[src/rtl/mux_pkg.sv]
// Shared types for the mux_arb output multiplexer and its round-robin arbiter.
package mux_pkg;

  typedef enum logic {
    MUX_SEL,
    MUX_RR
  } mux_mode_e;

  typedef enum logic {
    ARB,
    LOCK
  } arb_state_e;

endpackage

[src/rtl/mux_arb_rr_arbiter.sv]
// Round-robin grant: first requester at or after ptr, wrapping N-1 -> 0.
module rr_arbiter
  import mux_pkg::*;
#(
  parameter int N  = 4,
  parameter int PW = $clog2(N)
) (
  input  logic [N-1:0]  req,
  input  logic [PW-1:0] ptr,
  output logic [N-1:0]  gnt
);

  logic found;

  always_comb begin
    gnt   = '0;
    found = 1'b0;
    for (int i = 0; i < N; i++) begin
      logic [PW-1:0] k;
      k = PW'((int'(ptr) + i) % N);
      if (!found && req[k]) begin
        gnt[k] = 1'b1;
        found  = 1'b1;
      end
    end
  end

endmodule

[src/rtl/mux_arb.sv]
// N-channel to one registered multiplexer, external-select or round-robin.
// Optional packet locking is enabled with the MUX_ARB_LOCK_EN macro.
module mux_arb
  import mux_pkg::*;
#(
  parameter int        WIDTH = 32,
  parameter int        N_CH  = 4,
  parameter mux_mode_e MODE  = MUX_RR,
  localparam int       SW    = $clog2(N_CH)
) (
  input  logic                        clk,
  input  logic                        rst,
  input  logic [N_CH-1:0][WIDTH-1:0]  in_data,
  input  logic [N_CH-1:0]             in_valid,
  input  logic [N_CH-1:0]             in_last,
  output logic [N_CH-1:0]             in_ready,
  input  logic [SW-1:0]               sel_mux,
  output logic [WIDTH-1:0]            out_data,
  output logic                        out_valid,
  output logic                        out_last,
  input  logic                        out_ready,
  output logic [SW-1:0]               out_ch
);

  logic [WIDTH-1:0] out_data_q, out_data_d;
  logic             out_valid_q, out_valid_d;
  logic             out_last_q, out_last_d;
  logic [SW-1:0]    out_ch_q, out_ch_d;
  logic [SW-1:0]    rr_ptr_q, rr_ptr_d;
  arb_state_e       state_q, state_d;

  logic [N_CH-1:0]  rr_gnt;
  logic [N_CH-1:0]  grant;
  logic [SW-1:0]    gidx;
  logic             can_take;
  logic             accept;

`ifdef MUX_ARB_LOCK_EN
  logic [SW-1:0]    lock_ch_q, lock_ch_d;
`endif

  rr_arbiter #(
    .N  (N_CH),
    .PW (SW)
  ) u_rr (
    .req (in_valid),
    .ptr (rr_ptr_q),
    .gnt (rr_gnt)
  );

  always_comb begin
    grant = '0;
`ifdef MUX_ARB_LOCK_EN
    if (state_q == LOCK) begin
      grant[lock_ch_q] = 1'b1;
    end else
`endif
    if (MODE == MUX_SEL) begin
      if (int'(sel_mux) < N_CH) begin
        grant[sel_mux] = 1'b1;
      end
    end else begin
      grant = rr_gnt;
    end
  end

  always_comb begin
    gidx = '0;
    for (int i = 0; i < N_CH; i++) begin
      if (grant[i]) begin
        gidx = SW'(i);
      end
    end
  end

  // The output register can load whenever it is empty or draining now.
  assign can_take = !out_valid_q || out_ready;
  assign in_ready = rst ? '0 : (grant & {N_CH{can_take}});
  assign accept   = |(in_valid & in_ready);

  always_comb begin
    out_data_d  = out_data_q;
    out_valid_d = out_valid_q;
    out_last_d  = out_last_q;
    out_ch_d    = out_ch_q;
    rr_ptr_d    = rr_ptr_q;
    state_d     = ARB;
`ifdef MUX_ARB_LOCK_EN
    state_d     = state_q;
    lock_ch_d   = lock_ch_q;
`endif
    if (accept) begin
      out_data_d  = in_data[gidx];
      out_valid_d = 1'b1;
      out_last_d  = in_last[gidx];
      out_ch_d    = gidx;
      // While locked gidx is the locked channel, so the pointer stays put.
      if (MODE == MUX_RR) begin
        rr_ptr_d = (int'(gidx) == N_CH - 1) ? '0 : gidx + SW'(1);
      end
`ifdef MUX_ARB_LOCK_EN
      if (state_q == ARB && !in_last[gidx]) begin
        state_d   = LOCK;
        lock_ch_d = gidx;
      end else if (state_q == LOCK && in_last[gidx]) begin
        state_d   = ARB;
      end
`endif
    end else if (out_ready) begin
      out_valid_d = 1'b0;
    end
  end

  always_ff @(posedge clk or posedge rst) begin
    if (rst) begin
      out_data_q  <= '0;
      out_valid_q <= 1'b0;
      out_last_q  <= 1'b0;
      out_ch_q    <= '0;
      rr_ptr_q    <= '0;
      state_q     <= ARB;
    end else begin
      out_data_q  <= out_data_d;
      out_valid_q <= out_valid_d;
      out_last_q  <= out_last_d;
      out_ch_q    <= out_ch_d;
      rr_ptr_q    <= rr_ptr_d;
      state_q     <= state_d;
    end
  end

`ifdef MUX_ARB_LOCK_EN
  always_ff @(posedge clk or posedge rst) begin
    if (rst) begin
      lock_ch_q <= '0;
    end else begin
      lock_ch_q <= lock_ch_d;
    end
  end
`endif

  assign out_data  = out_data_q;
  assign out_valid = out_valid_q;
  assign out_last  = out_last_q;
  assign out_ch    = out_ch_q;

endmodule

[config.mk]
export PLATFORM = sky130hd
export DESIGN_NAME = mux_arb
export DESIGN_NICKNAME = d
export VERILOG_FILES = /design/src/rtl/mux_pkg.sv /design/src/rtl/mux_arb_rr_arbiter.sv /design/src/rtl/mux_arb.sv
export SDC_FILE = /design/constraint.sdc
export NUM_CORES = 1
export LEC_CHECK = 0
export BUFFER_PORTS_ARGS = -buffer_cell sky130_fd_sc_hd__buf_2
export CAP_MARGIN = 20
export CORE_ASPECT_RATIO = 1.25
export CORE_MARGIN = 10
export CORE_UTILIZATION = 45
export CTS_CLUSTER_SIZE = 25
export DETAILED_ROUTE_END_ITERATION = 8
export GPL_TIMING_DRIVEN = 1
export PLACE_DENSITY = 0.81
export SYNTH_ARGS = -nofsm -noshare
export SYNTH_HDL_FRONTEND = slang
export SYNTH_SLANG_ARGS = --single-unit
[constraint.sdc]
create_clock -name clk -period 4 [get_ports clk]
set_clock_uncertainty 0.1 [all_clocks]
set_input_delay 0.2 -clock clk [delete_from_list [all_inputs] [get_ports clk]]
set_output_delay 0.2 -clock clk [all_outputs]
set_load 0.02 [all_outputs]
After elaboration in Yosys (flattened, before gate mapping). Cells that the tools add are included.

Register bits: 38. Bits of input ports: 141. Output and inout port bits: 40. Logic and storage cells: 72.

Add/sub/neg operators: 4. Magnitude comparators: 9. Equality and inequality tests: 1. Multiplexer cells: 34. Bitwise gates (word level): 5. Reduce and logical (&&, ||, !) cells: 14.

Operators by type and width (count): binary-select mux 32 bit (select 2 bit) (1); 2-to-1 mux 32 bit (1); 2-to-1 mux 4 bit (5); less-than comparator 2 x 3 -> 1 bit (second input constant) (5); 2-to-1 mux 1 bit (15); OR 4 bit (3); binary-select mux 1 bit (select 2 bit) (5); bitwise AND 4 bit (2); demux 1 bit (select 2 bit) (4); >= comparator 2 x 1 -> 1 bit (second input constant) (4); logical AND 1 bit (7); 2-to-1 mux 2 bit (3); adder 2 x 1 -> 2 bit (second input constant) (2); adder 2 bit (second input constant) (2); logical NOT 1 bit (4); OR reduction 4 bit (1); == test 2 x 1 -> 1 bit (second input constant) (1); nonzero test 2 bit (1); logical OR 1 bit (1).

Depth between registers and ports, before layout.
Word-level depth: 17. Mapped depth: 12. Depth with buffers taken out: 9.

By module. From an unflattened synthesis, not the netlist that was laid out.

Cells, all modules: 283. Area total of the unflattened synthesis: 2910.3 µm².

Modules (own cells, without submodules): mux_arb (instances 1, cells each 247, area each 2572.5 µm², seq. area each 950.9 µm²); rr_arbiter (instances 1, cells each 36, area each 337.8 µm², seq. area each 0.0 µm²).

Least setup slack after synthesis. Ideal clock, no wire load.

Kind: register to register. Start: register rr_ptr_q[0]. End: register out_ch_q[1] (netlist: out_ch[1]). Library setup time: 0.125 ns. Data arrival time: 3.253 ns. Data required time: 3.775 ns. Path slack: 0.522 ns. Cell stages (with the launch flop): 12. Path buffers: 3. Period minus slack after synthesis: 3.478 ns. Path through: dfrtp_1 -> buf_2 -> inv_1 -> ha_1 -> mux4_2 -> or4_1 -> a31oi_1 -> nand2_1 -> o21ai_1 -> buf_4 -> buf_6 -> mux2_4.

Word-level cells in the longest chain between the ends: 16. Elaborated cells on any way between the ends: 53. Those cells by class: add/sub (3); order compare (8); mux (26); bitwise (5); reduce/logical (11).

RTL lines: start, declared (line mux_arb.sv:29) `logic [SW-1:0] rr_ptr_q, rr_ptr_d;`; start signal, assigned (line mux_arb.sv:127) `rr_ptr_q <= rr_ptr_d;`; parallel branches: the longest is 11 deep, another holds less-than comparator 2 x 3 -> 1 bit; 2-to-1 mux 4 bit * (line mux_arb_rr_arbiter.sv:21) `if (!found && req[k]) begin`; bitwise AND 4 bit * (line mux_arb.sv:78) `assign in_ready = rst ? '0 : (grant & {N_CH{can_take}});`; 2-to-1 mux 4 bit * (line mux_arb.sv:78); via in_ready[0] (line mux_arb.sv:16) `output logic [N_CH-1:0] in_ready,`; bitwise AND 4 bit * (line mux_arb.sv:79) `assign accept = |(in_valid & in_ready);`; OR reduction 4 bit * (line mux_arb.sv:79); end signal, assigned (line mux_arb.sv:126) `out_ch_q <= out_ch_d;`; end, declared (line mux_arb.sv:28) `logic [SW-1:0] out_ch_q, out_ch_d;`.

Mark *: on every way through the listed nets, which the timed path passes. The select of a mux whose other input is x is not followed. A chain may end at the register's enable or synchronous reset.

Worst setup path after layout.
Start: register rr_ptr_q[1]. End: register out_data_q[9] (netlist: out_data[9]).

Word-level cells in the longest chain between the ends: 17. Elaborated cells on any way between the ends: 56. Those cells by class: add/sub (3); order compare (8); mux (29); bitwise (5); reduce/logical (11).

RTL lines: parallel branches: the longest is 11 deep, another holds less-than comparator 2 x 3 -> 1 bit; 2-to-1 mux 4 bit * (line mux_arb_rr_arbiter.sv:21); 2-to-1 mux 1 bit (line mux_arb.sv:70) `if (grant[i]) begin`; 2-to-1 mux 2 bit (2 in series) (line mux_arb.sv:70); binary-select mux 32 bit (select 2 bit) (line mux_arb.sv:93) `out_data_d = in_data[gidx];`; 2-to-1 mux 32 bit (implied by the code) (line mux_arb.sv:93); end signal, assigned (line mux_arb.sv:123) `out_data_q <= out_data_d;`; end, declared (line mux_arb.sv:25) `logic [WIDTH-1:0] out_data_q, out_data_d;`.

Every way passes the cells marked *. The select of a mux whose other input is x is not followed.

==> reports/qor.csv <==
stage,metric,value,unit
setup_path,crit-path max FO,9,
logic_synthesis,area share of the largest cell type after synthesis,29.16,%
floorplanning,core area,7019,sq um
global_routing,pin count of the biggest net entering global routing,39,
setup_path,Top delay family on crit path,multiplexers,
sta,Final setup violation count,0,
hold_path,worst hold path cell count,3,
floorplanning,site row count,34,
sta,final hold violations,0,
routing,Starting DRT DRC Count,207,
setup_path,reg2reg end,out_data[9]$_DFFE_PP0P_,
layout,n_diodes,0,
logic_synthesis,post-synth net total,482,
power,peak supply drop,593.3,uV
setup_path,WP data required,4.09,ns
sta,crit share post-route,93.21,%
floorplanning,io pins,181,
logic_synthesis,cell taking the most area after synthesis,dfrtp_1,
logic_synthesis,"FFs w/ async S/R, synth",100.0,%
logic_synthesis,Syn Std Cell Area,3261,sq um
logic_synthesis,"top cells by area, synth","dfrtp_1, mux2i_1, a221o_1, mux2_4, nand4_1",
cts,Root Buffer,clkbuf_8,
sta,Least-Margin Pin Slew,0.6594,ns
hold_path,hold_sp,out_ready,
logic_synthesis,Unique masters post-synth,41,
cts,TritonCTS clock tree,built,
sta,Period minus WS final,3.728,ns
global_routing,GRT Overall Usage,20.38,%
sta,final slew viol count,0,
place,hpwl dp,9064,um
logic_synthesis,Synth Register Bits,38,
cts,Worst-Skew Late Latency,0.29,ns
setup_path,CP Cell Sequence,inv_1 > ha_1 > mux4_2 > or4b_1 > nand3_1 > a222oi_1 > o21ai_4 > buf_4 > mux2_2,
logic_synthesis,"Avg Cell Area, Syn",9.733,sq um
cts,clk slew on worst S/H paths,0.08,ns
layout,share of post-route cells with drive strength above 1,49.62,%
logic_synthesis,synthesized instance count,335,
setup_path,slowest cell on the critical path,mux4_2,
setup_path,Setup crit start kind,register,
sta,RSZ-0062 raised after global routing,no,
cts,Max Buffers Root-to-Sink,2,
run,Max Cap Violations,0,
routing,Initial DRT Pass Iterations,4,
layout,highest-count cells in the layout ignoring fill and taps,"buf_2, inv_1, dfrtp_1",
sta,Slew Limit Headroom,55.90,%
routing,Remaining DRCs,0,
cts,Num Clock Sinks,38,
logic_synthesis,Yosys Warn Count,0,
layout,Final Net Count,666,
hold_path,WHS Endpoint,out_valid$_DFFE_PP0P_,
logic_synthesis,"Seq/Total Area, Yosys",29.16,%
routing,final wirelength,11910,um
global_routing,vias in the first global route,3708,
routing,Via Count,3441,
place,GPL Wtd Cong,0.8824,
setup_path,Crit Path Category,reg -> reg,
layout,Fillers,605,
routing,DR vias/cell,5.641,
hold_path,Hold WC Path Type,in -> reg,
power,PwrDens,1002,nW/um^2
logic_synthesis,"EDFF count, synth",0,
routing,Final ANT Viol Nets,0,
setup_path,Worst Path Buf+Inv,2,
floorplanning,full die area,11070,sq um
setup_path,worst reg2reg startpoint,rr_ptr_q[1]$_DFFE_PP0P_,
cts,CTS H-Tree Depth,2,
floorplanning,Die X-Extent,96.14,um
setup_path,Setup crit end kind,register,
global_routing,total gr overflow,0,
cts,CTS Buf Count,5,
setup_path,R2R Setup Slk,0.27,ns
layout,Syn-to-layout area delta,37.99,%
setup_path,delay of the slowest critical-path stage,0.59,ns
power,leakage,2.468,nW
sta,TNS Setup,0,ns
logic_synthesis,Synth Flop Type,dfrtp_1,
sta,f_max,268.2,MHz
place,PortBufs,178,
floorplanning,Starting Density,46.45,%
global_routing,initial antenna violation count,1,
setup_path,crit path DAT,3.82,ns
layout,final core area utilization,64.10,%
setup_path,R2R depth,9,
routing,wire per inst,19.53,um
outcome,outcome,"finished, final reports clean",
layout,"commonest non-fill, non-tap cell in the layout",buf_2,
floorplanning,die height,115.2,um
global_routing,global-route wire length before repair,18120,um
==> how the worst max path moves through the flow <==
| stage | start | end | slack (ns) | depth (start not counted) |
|---|---|---|---|---|
| floorplan | rr_ptr_q[0]$_DFFE_PP0P_ | out_ch[1]$_DFFE_PP0P_ | 0.52 | 11 |
| global placement | rr_ptr_q[1]$_DFFE_PP0P_ | out_data[2]$_DFFE_PP0P_ | 0.27 | 9 |
| detailed placement | rr_ptr_q[1]$_DFFE_PP0P_ | out_data[13]$_DFFE_PP0P_ | 0.18 | 9 |
| CTS | rr_ptr_q[1]$_DFFE_PP0P_ | out_data[13]$_DFFE_PP0P_ | 0.15 | 9 |
| global route | rr_ptr_q[1]$_DFFE_PP0P_ | out_data[9]$_DFFE_PP0P_ | 0.06 | 9 |
| finish | rr_ptr_q[1]$_DFFE_PP0P_ | out_data[9]$_DFFE_PP0P_ | 0.27 | 9 |
==> cell usage after synthesis, types with 6 or more instances <==
library cell	n
inv_1	39
buf_2	6
mux2_4	20
a221o_1	33
nand4_1	33
mux2i_1	34
dfrtp_1	38
nand2_1	7
and2_1	32
ha_1	6
mux2_2	15
clkbuf_1	17
==> metrics by stage <==
stage                     worst slack, ns  std cells  hold WS, ns  power [mW]  instance area (sq um)
final                              0.2717        610      0.08516       4.506                   4499
after global routing              0.06229        610       0.1237       4.818                   4499
after CTS                          0.1533        602      0.07168       4.411                   4431
after detailed placement           0.1816        593       0.2824       4.068                   4312
after global placement             0.2678        593       0.2809       3.959                   4312
after floorplan                    0.5217        335       0.2912       3.187                   3261
==> layout make-up <==
class / count / area [sq um] / share of cell area [%]
clock buffers: 5 / 68.82 / 1.529
clock inverters: 3 / 40.04 / 0.8899
inverters: 39 / 146.4 / 3.254
multi-input cells: 229 / 2064 / 45.88
flip-flops and latches: 38 / 950.9 / 21.13
well taps: 90 / 112.6 / 2.503
repair buffers: 206 / 1116 / 24.81
==> state kept, by name (all words and copies together) (netlist names) <==
| name | flops |
|---|---|
| out_data | 32 |
| out_ch | 2 |
| rr_ptr_q | 2 |
| out_last | 1 |
| out_valid | 1 |
==> per-layer routing <==
metal	GRT usage, %	part of all wire, %
met1	22.34	38
met2	36.63	51
met3	5.740	8.7
met4	6.207	2.0
met5	0	0.12
==> logic make-up after synthesis <==
| group | synth area share [%] |
|---|---|
| AO/OA/AOI/OAI | 14.97 |
| adder cells (fa/ha/maj) | 2.302 |
| buffers and inverters | 9.210 |
| flip-flops | 29.16 |
| multiplexers | 26.21 |
| AND/OR/NAND/NOR | 18.15 |
==> worst reg2reg max path: cells and delay by family, from the launching register on <==
kind	cells	cell delay (ns)
simple gates	2	0.81
buf+inv	2	0.40
flops	1	0.46
mux	2	0.94
fa+ha+maj	1	0.38
compound gates	2	0.54
==> report_power, final <==
group	switching, mW	leakage [nW]	internal (mW)
clock network	0.142	0.0579	0.184
logic	1.78	1.95	1.69
registers	0.110	0.457	0.596
total	2.03	2.47	2.47
==> what timing repair did <==
action                                  in CTS  in global routing
setup buffers                                0                  7
endpoints found under the hold margin       38                  0
hold buffers                                 1                  0
gates resized for setup                      0                  1
endpoints found under the setup margin       0                 13
Power figures use the tool's default switching activity.
